### src/rtl/irq_capture_if.sv
// Internal CPU register bus: word-addressed, single-cycle writes, combinational reads.
interface intbus_interf;
  logic [31:0] addr;
  logic        wr;
  logic [31:0] wdata;
  logic [31:0] rdata;

  modport master (output addr, wr, wdata, input rdata);
  modport slave  (input addr, wr, wdata, output rdata);
endinterface

### src/rtl/irq_capture.sv
// CPU-side interrupt receiver: synchronises irq_in, detects events by polarity/mode,
// tracks pending/overrun/stuck and measures count, ack latency, pulse width and interval.
module irq_capture #(
  parameter logic [31:0] BASEADDR    = 32'd0,
  parameter int          SYNC_STAGES = 2,
  parameter int          RELEASE_TMO = 16
) (
  input  logic        clk,
  input  logic        rst,
  intbus_interf.slave bus,
  input  logic        irq_in,
  output logic        irq_pend
);

  localparam logic [31:0] ID_VALUE = 32'h4952_4331;
  localparam logic [31:0] TMO_LAST = 32'(RELEASE_TMO - 1);

  typedef enum logic [1:0] {IDLE, ACTIVE, ACKED} state_t;

  state_t                 state, state_nxt;
  logic [SYNC_STAGES-1:0] sync;
  logic                   cfg_en, cfg_sens, cfg_pol;
  logic                   act, act_prev, pending, overrun, stuck, have_prev;
  logic [31:0]            count, latency, width, interval;
  logic [31:0]            lat_cnt, width_cnt, ivl_cnt, rel_cnt;
  logic [31:0]            offset;
  logic                   cfg_wr, ack, clr, evt;
  logic                   take_evt, take_ack, latch_width, set_stuck;
  logic                   unused_wdata;

  function automatic logic [31:0] sat_inc(input logic [31:0] v);
    return (v == 32'hFFFF_FFFF) ? v : v + 32'd1;
  endfunction

  // ack and clr_stat act in the cycle of the CFG write and always read back as 0.
  assign offset       = bus.addr - BASEADDR;
  assign cfg_wr       = bus.wr && (offset == 32'd0);
  assign ack          = cfg_wr && bus.wdata[3];
  assign clr          = cfg_wr && bus.wdata[4];
  assign act          = sync[SYNC_STAGES-1] ^ cfg_pol;
  assign evt          = cfg_en && act && !act_prev;
  assign irq_pend     = pending;
  assign unused_wdata = ^bus.wdata[31:5];

  always_ff @(posedge clk or posedge rst) begin
    if (rst) state <= IDLE;
    else     state <= state_nxt;
  end

  always_comb begin
    state_nxt   = state;
    take_evt    = 1'b0;
    take_ack    = 1'b0;
    latch_width = 1'b0;
    set_stuck   = 1'b0;
    if (!cfg_en) begin
      state_nxt = IDLE;
    end else begin
      take_ack = ack && pending;
      case (state)
        IDLE: begin
          if (evt) begin
            take_evt  = 1'b1;
            state_nxt = ACTIVE;
          end
        end
        ACTIVE: begin
          if (!cfg_sens) begin
            if (!act) begin
              latch_width = 1'b1;
              state_nxt   = IDLE;
            end
          end else if (take_ack) begin
            state_nxt = ACKED;
          end
        end
        ACKED: begin
          if (!act) begin
            state_nxt = IDLE;
          end else if (rel_cnt == TMO_LAST) begin
            set_stuck = 1'b1;
            state_nxt = IDLE;
          end
        end
        default: state_nxt = IDLE;
      endcase
    end
  end

  // act_prev always follows act, so enabling on an already-active line or leaving
  // ACKED on a stuck line cannot produce a spurious event.
  always_ff @(posedge clk or posedge rst) begin
    if (rst) begin
      sync      <= '0;
      act_prev  <= 1'b0;
      cfg_en    <= 1'b0;
      cfg_sens  <= 1'b0;
      cfg_pol   <= 1'b0;
      pending   <= 1'b0;
      overrun   <= 1'b0;
      stuck     <= 1'b0;
      have_prev <= 1'b0;
      count     <= '0;
      latency   <= '0;
      width     <= '0;
      interval  <= '0;
      lat_cnt   <= '0;
      width_cnt <= '0;
      ivl_cnt   <= '0;
      rel_cnt   <= '0;
    end else begin
      sync     <= {sync[SYNC_STAGES-2:0], irq_in};
      act_prev <= act;

      if (cfg_wr) begin
        cfg_en   <= bus.wdata[0];
        cfg_sens <= bus.wdata[1];
        cfg_pol  <= bus.wdata[2];
      end

      if (!cfg_en)       pending <= 1'b0;
      else if (take_evt) pending <= 1'b1;
      else if (take_ack) pending <= 1'b0;

      lat_cnt <= take_evt ? 32'd0 : sat_inc(lat_cnt);
      ivl_cnt <= take_evt ? 32'd1 : sat_inc(ivl_cnt);
      rel_cnt <= (state == ACKED) ? rel_cnt + 32'd1 : 32'd0;

      if (take_evt)                   width_cnt <= 32'd1;
      else if (state == ACTIVE && act) width_cnt <= sat_inc(width_cnt);

      // Statistics clear wins over everything except an event landing in the same cycle.
      if (clr) begin
        count     <= take_evt ? 32'd1 : 32'd0;
        overrun   <= 1'b0;
        stuck     <= 1'b0;
        latency   <= '0;
        width     <= '0;
        interval  <= '0;
        have_prev <= take_evt;
      end else begin
        if (take_evt) begin
          count     <= count + 32'd1;
          interval  <= have_prev ? ivl_cnt : 32'd0;
          have_prev <= 1'b1;
          if (pending && !take_ack) overrun <= 1'b1;
        end
        if (take_ack)    latency <= lat_cnt;
        if (latch_width) width   <= width_cnt;
        if (set_stuck)   stuck   <= 1'b1;
      end
    end
  end

  always_comb begin
    bus.rdata = '0;
    case (offset)
      32'd0:   bus.rdata = {29'd0, cfg_pol, cfg_sens, cfg_en};
      32'd1:   bus.rdata = {28'd0, act, stuck, overrun, pending};
      32'd2:   bus.rdata = count;
      32'd3:   bus.rdata = latency;
      32'd4:   bus.rdata = width;
      32'd5:   bus.rdata = interval;
      32'd6:   bus.rdata = ID_VALUE;
      default: bus.rdata = '0;
    endcase
  end

endmodule
### src/flat_wrapper.sv
// flat-port wrapper written by rule: the top's interface ports become plain ports
module irq_capture_flat 
#(
  parameter logic [31:0] BASEADDR    = 32'd0,
  parameter int          SYNC_STAGES = 2,
  parameter int          RELEASE_TMO = 16
)
  (clk, rst, irq_in, irq_pend, bus_addr, bus_wr, bus_wdata, bus_rdata);
  intbus_interf bus_i ();
  input  logic clk;
  input  logic rst;
  input  logic irq_in;
  output logic irq_pend;
  input wire logic [$bits(bus_i.addr)-1:0] bus_addr;
  input wire logic [$bits(bus_i.wr)-1:0] bus_wr;
  input wire logic [$bits(bus_i.wdata)-1:0] bus_wdata;
  output wire logic [$bits(bus_i.rdata)-1:0] bus_rdata;
  assign bus_i.addr = bus_addr;
  assign bus_i.wr = bus_wr;
  assign bus_i.wdata = bus_wdata;
  assign bus_rdata = bus_i.rdata;
  irq_capture #(.BASEADDR(BASEADDR), .SYNC_STAGES(SYNC_STAGES), .RELEASE_TMO(RELEASE_TMO)) u_core (.clk(clk), .rst(rst), .bus(bus_i), .irq_in(irq_in), .irq_pend(irq_pend));
endmodule
### config.mk
export PLATFORM = sky130hd
export DESIGN_NAME = irq_capture_flat
export DESIGN_NICKNAME = d
export VERILOG_FILES = /design/src/rtl/irq_capture_if.sv /design/src/rtl/irq_capture.sv /design/src/flat_wrapper.sv
export SDC_FILE = /design/constraint.sdc
export NUM_CORES = 1
export LEC_CHECK = 0
export ABC_AREA = 1
export BUFFER_PORTS_ARGS = -buffer_cell sky130_fd_sc_hd__clkbuf_2
export CORE_ASPECT_RATIO = 0.8
export CORE_UTILIZATION = 49
export CTS_CLUSTER_SIZE = 28
export DETAILED_ROUTE_END_ITERATION = 10
export PLACE_DENSITY = 0.66
export SLEW_MARGIN = 10
export SYNTH_ARGS = -nofsm -noshare
export SYNTH_HDL_FRONTEND = slang
export SYNTH_SLANG_ARGS = --single-unit
### constraint.sdc
create_clock -name clk -period 19.1 [get_ports clk]
set_input_delay 1.91 -clock clk [delete_from_list [all_inputs] [get_ports clk]]
set_output_delay 1.91 -clock clk [all_outputs]
set_load 0.05 [all_outputs]
==> run_results.csv, run 1 <==
group,metric,value,unit
clock_tree,clkTransAtPathRegs,60,ps
sta,fmax,0.1617,GHz
logic_synthesis,synthFlopType,"dfrtp_1",
flow_run,maxCapViolCount,0,
global_route,grt_max_degree,128,
placement,place_congestion,0.9604,
clock_tree,htree_levels,1,
pwr,power.density,80.53,nW/um2
sta,worst_hold_slack,356.9,ps
logic_synthesis,syn_nets,2331,
layout,layout_common_cells,"nand2_1, dfrtp_1, inv_1, nor2_1, nand3_1",
sta,skew,29.67,ps
routing,drtIter0Drc,1454,
critical_path,path_max_fanout,36,
sta,post-route-period-util,0.3237,
floorplan,die_x,203.9,um
routing,firstDrtPassIters,6,
layout,area_delta_synth_final,9.835,%
floorplan,ios,101,
logic_synthesis,synth_cell_types,42,
floorplan,core.rowCount,58,
layout,final_cells,2727,
floorplan,dieArea,33340,um2
routing,post-route-drc-count,0,
logic_synthesis,avgSynthCellArea,7.077,um2
run_status,status,"completed",
floorplan,start_util,0.5027,
placement,port_buffers,73,
pwr,p_leak,8.475,nW
clock_tree,worstSkewPairLatency,580,ps
global_route,grt_pass1_vias,14080,
logic_synthesis,synth_edf_count,0,
logic_synthesis,netlist_area,15980,um2
clock_tree,cts_tree,"yes",
global_route,grt_pass1_wl,78.40,mm
clock_tree,cts_root_buf,"clkbuf_16",
global_route,track_usage,0.3020,
routing,drt-total-wl,49.66,mm
critical_path,cp.required,17190,ps
sta,final_hold_viol_count,0,
placement,hpwl,35.95,mm
sta,finalSetupTns,0,ps
critical_path,worstSetupEndpointType,"output pin",
hold_path,holdCritPathClass,"flop to flop",
floorplan,die-height,163.5,um
routing,viasPerCell,5.566,
sta,final.min_clock_period,6183,ps
logic_synthesis,synth_warnings,0,
placement,dp.cells,2675,
global_route,grt-ovfl-total,0,
sta,drv_slew,0,
sta,setup_viol,0,
clock_tree,cts_buffers,29,
clock_tree,clock-sinks,268,
critical_path,crit_type,"input pin to output pin",
sta,tightest_slew,1133,ps
clock_tree,clk_path_buf_depth,3,
global_route,antenna_found_initial,1,
routing,ant_nets,0,
critical_path,arrival,4270,ps
clock_tree,cts.repair.resized,0,
sta,slew_headroom,0.2425,
layout,drive_above_1_share,0.09584,
logic_synthesis,ys_seq_area_frac,0.4197,
logic_synthesis,synthCells,2258,
layout,nets,2359,
routing,wl_per_cell,18.21,um
floorplan,coreArea,31790,um2
sta,rsz0062_at_grt,"false",
clock_tree,post_cts.repair.setup_buffers,0,
routing,vias,15180,
layout,final_common_cell,"nand2_1",
clock_tree,ctsHoldBuffers,0,
critical_path,startpoint_type,"input pin",
logic_synthesis,async_flop_share,1.000,
pwr,peakVddDrop,0.06675,mV
logic_synthesis,ys_ff_latch,268,
## layout make-up
type                            instances  area [um2]
Sequential cell                       268        6706
Tap cell                              420       525.5
Clock inverter                          6       83.83
Timing Repair Buffer                   86       462.9
Inverter                              260       983.4
Clock buffer                           45       895.9
Multi-Input combinational cell       1641        7890
Fill cell                            3153       14230
Antenna cell                            1       2.502
## worst max-delay path: stages
cell and delay, ps:
clkbuf_2 440, nor2_1 290, and2_1 640, nand3_1 340, nand4_1 300, clkbuf_2 330
## cells in the mapped netlist (all sizes together), types with 10 or more instances
library cell	number	area, um2
buf	36	246.5
nand3	216	1091
xor2	44	385.4
nand4	111	709.4
o2111ai	11	96.34
o21ai	121	691.9
inv	259	972.2
dfrtp	268	6706
o22ai	10	62.56
xnor2	17	148.9
nor2	250	965.9
nand2	688	2650
a21oi	25	136.4
or2	12	75.07
clkbuf	53	198.9
nor3	92	471.7
## power by group
part	internal [mW]	switching (mW)
combinational	0.0490	0.145
clock	0.346	0.243
sequential	0.596	0.0347
## registers in the layout, summed over array words and instances (netlist names), 2 cells and up
signal	count
u_core.sync	2
u_core.ivl_cnt	32
u_core.width_cnt	32
u_core.interval	32
u_core.width	32
u_core.state	2
u_core.rel_cnt	32
u_core.lat_cnt	32
u_core.count	32
u_core.latency	32
## per-layer routing
| layer | routed length, um | global-route usage | vias to the layer above |
|---|---|---|---|
| met5 | 0 | 0 | - |
| met1 | 22720 | 0.4385 | 7202 |
| met4 | 1447 | 0.09159 | 0 |
| li1 | - | - | 7381 |
| met3 | 3629 | 0.05208 | 83 |
| met2 | 21860 | 0.4579 | 513 |
## final timing paths
kind / start / endpoint / slack (ps) / depth (start not counted)
worst max-delay path: bus_addr[1] / bus_rdata[13] / 12920 / 6
worst min-delay path: u_core.sync[0] / u_core.sync[1] / 360 / 0
worst max register to register: u_core.cfg_pol / u_core.ivl_cnt[1] / 15970 / 8
worst min register to register: u_core.sync[0] / u_core.sync[1] / 360 / 0
max in group asynchronous: rst / u_core.ivl_cnt[8] / 15930 / 3
min in group asynchronous: rst / u_core.width[20] / 1530 / 2
## per-stage QoR
step | area (um2) | setup slack [ps] | util | power [mW]
after floorplan | 15980 | 9808 | - | 0.7806
after global placement | 16570 | 12960 | 0.5213 | 0.8268
after detailed placement | 16570 | 12950 | 0.5213 | 0.8311
after CTS | 17550 | 12940 | 0.5521 | 1.421
after global routing | 17550 | 12760 | 0.5521 | 1.471
final | 17550 | 12920 | 0.5522 | 1.413
## cell families after synthesis
kind of cell	after synthesis	share of synthesized area
AO/OA/AOI/OAI	176	0.06554
XOR/XNOR	61	0.03343
adder cells (fa/ha/maj)	5	0.003915
buffers and inverters	349	0.08895
flip-flops	268	0.4197
multiplexers	7	0.004933
AND/OR/NAND/NOR	1392	0.3835
Power figures use the tool's default switching activity.
==> run 2, diff against run 1 <==
PLACE_DENSITY = 0.68   (was 0.66)
clock period = 5.65 ns   (was 19.1 ns; I/O delays follow)
==> run 2 against run 1 <==
Global-route usage is 0.90 points lower. Total power grew to 3.3 times the previous value. Final area is essentially flat. Clock power grew to 3.3 times the previous value. Clock skew is 17 ps lower. Die area did not move. Clock-buffer cell count shrank 8. Flip-flop and latch count unchanged. Highest routed layer unchanged.
==> run_results.csv, run 2 (synthesis results as in run 1) <==
group,metric,value,unit
run_status,status,"completed",
critical_path,rr_worst_depth,10,
clock_tree,htree_levels,1,
layout,num_antenna_cells,0,
layout,nets,2360,
sta,post-route-period-util,0.6580,
placement,dp_slack,2005,ps
critical_path,crit_type,"input pin to output pin",
critical_path,arrival,3150,ps
critical_path,rr_startpoint,"u_core.cfg_pol",
routing,viasPerCell,5.513,
global_route,grt_pass1_wl,76.36,mm
global_route,antenna_found_initial,0,
pwr,peakVddDrop,0.2758,mV
routing,firstDrtPassIters,5,
placement,place_congestion,0.9319,
critical_path,path_depth,12,
routing,wl_per_cell,17.52,um
clock_tree,post_cts.repair.setup_buffers,0,
clock_tree,clk_path_buf_depth,3,
pwr,p_int,3.305,mW
sta,rsz0062_at_grt,"false",
layout,final_common_cell,"nand2_1",
global_route,track_usage,0.2931,
placement,port_buffers,73,
floorplan,dieArea,33340,um2
sta,finalSetupTns,0,ps
critical_path,cp.required,5090,ps
floorplan,start_util,0.5027,
clock_tree,cts_buffers,29,
critical_path,startpoint_type,"input pin",
critical_path,crit_top_cell,"nand2_1",
clock_tree,cts.repair.resized,0,
routing,vias,15040,
critical_path,cp_top_family,"buffers and inverters",
sta,final.min_clock_period,3718,ps
clock_tree,clock-sinks,268,
routing,post-route-drc-count,0,
pwr,p_leak,8.452,nW
global_route,grt_max_degree,168,
sta,tightest_slew,987.0,ps
floorplan,coreArea,31790,um2
critical_path,critPathSlowestCell,"buf_4",
critical_path,max_stage_delay,470,ps
sta,final_hold_viol_count,0,
pwr,power.density,267.9,nW/um2
critical_path,r2r_end,"u_core.count[19]",
layout,drive_above_1_share,0.09705,
routing,drtIter0Drc,1433,
sta,setup_viol,0,
clock_tree,worstSkewPairLatency,570,ps
floorplan,core.rowCount,58,
sta,fin_ws,1932,ps
routing,drt-total-wl,47.79,mm
critical_path,path_max_fanout,56,
pwr,netSwitchingFraction,0.2968,
pwr,p_clk_frac,0.413,
sta,skew,12.75,ps
clock_tree,ctsHoldBuffers,0,
floorplan,die-height,163.5,um
layout,area_delta_synth_final,9.788,%
flow_run,maxCapViolCount,0,
clock_tree,cts_tree,"yes",
sta,slew_headroom,0.3401,
layout,layout_common_cells,"nand2_1, dfrtp_1, inv_1, nor2_1, nand3_1",
sta,drv_slew,0,
layout,postLayoutCoreUtil,0.5519,
critical_path,rrSetupSlack,2220,ps
placement,hpwl,34.94,mm
critical_path,crit_buf_inv,4,
floorplan,die_x,203.9,um
clock_tree,clkTransAtPathRegs,60,ps
global_route,grt-ovfl-total,0,
critical_path,worstSetupEndpointType,"output pin",
floorplan,ios,101,
pwr,power_switching,1.395,mW
hold_path,holdCritPathClass,"input pin to asynchronous set/reset pin",
sta,fmax,0.2690,GHz
critical_path,path_cells,"clkbuf_2, nor2_1, nand2_1, nor2_1, nand2_1, nor2_4, buf_4, nand3_1, inv_2, nand2_1, nand4_1, clkbuf_2",
pwr,comb_power_share,0.136,
global_route,grt_pass1_vias,13990,
clock_tree,cts_root_buf,"clkbuf_16",
layout,n_fill_cell,3090,
routing,ant_nets,0,
pwr,seqPwrFrac,0.451,
run 2: changes by cell type in the layout (fill, tap and decap cells not counted):
cell | previous run | this run
clkinvlp_4 | 0 | 6
buf_12 | 0 | 1
inv_6 | 1 | 0
clkinv_2 | 3 | 7
bufinv_16 | 2 | 3
diode_2 | 1 | 0
clkbuf_1 | 5 | 4
clkbuf_8 | 11 | 4
inv_8 | 1 | 0
run 2: worst max path at each step:
| stage | slack [ps] | start | to |
|---|---|---|---|
| CTS | 2000 | bus_addr[23] | bus_rdata[6] |
| detailed placement | 2000 | bus_addr[23] | bus_rdata[6] |
| global placement | 2040 | bus_addr[23] | bus_rdata[6] |
| finish | 1930 | bus_addr[31] | bus_rdata[6] |
| global route | 1750 | bus_addr[27] | bus_rdata[6] |
| floorplan | 1550 | rst | u_core.act_prev |
run 2: metrics by stage:
stage | area [um2] | cells | hold slack [ps] | power [mW]
floorplan | 15980 | 2258 | 331.2 | 2.639
global placement | 16580 | 2676 | 339.0 | 2.781
detailed placement | 16580 | 2676 | 337.8 | 2.791
CTS | 17540 | 2728 | 70.02 | 4.729
global route | 17540 | 2728 | 98.61 | 4.905
finish | 17540 | 2728 | 67.97 | 4.700
run 2: layer usage:
metal | GRT usage | vias up | wire (um)
met5 | 0 | - | 0
met4 | 0.09228 | 0 | 1612
met3 | 0.04529 | 88 | 3013
met2 | 0.4524 | 442 | 21270
met1 | 0.4211 | 7136 | 21890
li1 | - | 7373 | -
run 2: power groups by stage:
stage / Combinational, mW / Clock (mW) / Sequential [mW]
global placement: 0.629 / 0 / 2.15
finish: 0.638 / 1.94 / 2.12
CTS: 0.640 / 1.97 / 2.12
global route: 0.727 / 2.04 / 2.14
detailed placement: 0.637 / 0 / 2.15
floorplan: 0.517 / 0 / 2.12
run 2: final cells by class:
type | instances | area [um2] | area share
multi-input combinational | 1641 | 7890 | 0.4498
sequential | 268 | 6706 | 0.3823
clock inverter | 15 | 162.7 | 0.009272
clock buffer | 37 | 795.8 | 0.04536
tap | 420 | 525.5 | 0.02996
inverter | 260 | 979.7 | 0.05584
timing repair buffer | 87 | 483.0 | 0.02753
run 2: worst reg2reg max path, stage by stage (launching register included):
cell and delay [ps]:
dfrtp_1 370, inv_1 60, nand2_1 60, nand2_1 170, nor2_2 200, nand3_4 630, inv_2 720, buf_4 600
nand4_1 250, o21ai_0 220, nor2_1 50
==> run 3, diff against run 2 <==
PLACE_DENSITY = 0.66   (was 0.68)
clock period = 3.47 ns   (was 5.65 ns; I/O delays follow)
==> run 3 against run 2 <==
Clock power is 69% higher. Final area rose by 4.2%. Total power increased by 67%. Largest power group unchanged.
==> run_results.csv, run 3 (synthesis results as in run 1) <==
group,metric,value,unit
run_status,status,"completed",
placement,hpwl,36.01,mm
critical_path,path_cells,"clkbuf_2, nor2_1, nand2_1, nor2_1, nand2_1, nor2_4, nand3_1, inv_2, nand2_1, nand4_1, buf_12",
routing,ant_nets,0,
floorplan,coreArea,31790,um2
global_route,grt_pass1_vias,14100,
critical_path,crit_top_cell,"nand2_1",
routing,post-route-drc-count,0,
sta,fin_ws,576.9,ps
routing,vias,15210,
placement,place_congestion,0.9664,
clock_tree,clk_path_buf_depth,3,
global_route,grt_max_degree,127,
placement,port_buffers,73,
placement,dp_slack,651.9,ps
layout,layout_common_cells,"nand2_1, dfrtp_1, inv_1, nor2_1, nand3_1",
floorplan,core.rowCount,58,
global_route,grt-ovfl-total,0,
clock_tree,cts_root_buf,"clkbuf_16",
pwr,power.density,430.4,nW/um2
critical_path,worstSetupEndpointType,"output pin",
global_route,track_usage,0.3000,
clock_tree,htree_levels,1,
sta,final.min_clock_period,2893,ps
critical_path,max_stage_delay,450,ps
sta,skew,13.70,ps
critical_path,startpoint_type,"input pin",
critical_path,rr_worst_depth,10,
sta,rsz0062_at_grt,"false",
critical_path,path_max_fanout,28,
clock_tree,clkTransAtPathRegs,60,ps
layout,multi_input_area,7890,um2
layout,postLayoutCoreUtil,0.5750,
floorplan,dieArea,33340,um2
pwr,finalPower,7.866,mW
layout,final_cells,2744,
layout,seq_area,6706,um2
placement,dp.cells,2688,
critical_path,arrival,2550,ps
layout,stdcell_area,18280,um2
routing,drt-total-wl,48.93,mm
placement,place_area,17230,um2
critical_path,cp-startpoint,"bus_addr[29]",
sta,final_hold_viol_count,0,
floorplan,die_x,203.9,um
clock_tree,clock-sinks,268,
critical_path,r2r_end,"u_core.interval[29]",
layout,drive_above_1_share,0.1028,
sta,setup_viol,0,
critical_path,crit_buf_inv,3,
floorplan,die-height,163.5,um
global_route,antenna_found_initial,0,
floorplan,ios,101,
floorplan,start_util,0.5027,
hold_path,min_from,"bus_wdata[0]",
pwr,peakVddDrop,0.4644,mV
layout,final_common_cell,"nand2_1",
routing,drtIter0Drc,1449,
layout,n_fill_cell,3067,
clock_tree,cts_buffers,29,
critical_path,cp.required,3120,ps
layout,nets,2376,
clock_tree,cts_tree,"yes",
global_route,grt_pass1_wl,78.11,mm
clock_tree,cts.repair.resized,0,
critical_path,cp_top_family,"simple AND/OR/NAND/NOR gates",
layout,num_antenna_cells,0,
routing,viasPerCell,5.543,
hold_path,holdCritPathClass,"input pin to flop",
critical_path,cp-endpoint,"bus_rdata[27]",
critical_path,rr_startpoint,"u_core.cfg_pol",
sta,tightest_slew,1199,ps
layout,area_delta_synth_final,14.38,%
sta,post-route-period-util,0.8338,
critical_path,rrSetupSlack,970,ps
critical_path,critPathSlowestCell,"inv_2",
sta,fmax,0.3456,GHz
sta,slew_headroom,0.1985,
critical_path,crit_type,"input pin to output pin",
sta,worst_hold_slack,14.44,ps
sta,drv_slew,0,
routing,firstDrtPassIters,7,
sta,finalSetupTns,0,ps
clock_tree,worstSkewPairLatency,580,ps
pwr,p_leak,8.692,nW
flow_run,maxCapViolCount,0,
critical_path,path_depth,11,
routing,wl_per_cell,17.83,um
[run 3: timing repair]
action                    in CTS  in global routing
hold endpoints to repair      30                  0
hold buffers                   4                  0
buffers inserted               0                  0
[run 3: metal layers]
metal  wire, um  global-route usage  vias to the layer above  share of wire
met3       3584             0.05108                       86          0.073
met2      21360              0.4545                      518           0.44
met5          0                   0                        -              0
met1      22690              0.4386                     7203           0.46
li1           -                   -                     7402              -
met4       1291             0.08373                        0          0.026
[run 3: power breakdown]
group	leakage [nW]	internal, mW	switching (mW)
sequential	3.66	3.28	0.188
combinational	4.54	0.309	0.806
clock	0.491	1.95	1.34
total	8.69	5.54	2.33
[run 3: worst min path at each step]
stage	cells after the start	to	slack [ps]
after floorplan	0	u_core.sync[1]	330
after global placement	0	u_core.sync[1]	340
after detailed placement	0	u_core.sync[1]	350
after CTS	3	u_core.cfg_en	2
after global routing	3	u_core.cfg_en	20
final	3	u_core.cfg_en	10
[run 3: worst reg2reg max path: stages, from the launching register on]
cell	delay (ps)
dfrtp_1	390
inv_1	70
nand2_1	60
nand2_1	160
nor2_2	220
nand3_4	200
inv_2	360
nand2_1	510
o21ai_0	350
nand2_1	80
inv_1	60
[run 3: final cells by class]
class | instances | area share
multi-input combinational | 1641 | 0.4317
tap | 420 | 0.02875
clock buffer | 36 | 0.04443
inverter | 260 | 0.05360
sequential | 268 | 0.3669
clock inverter | 16 | 0.01061
timing repair buffer | 103 | 0.06394
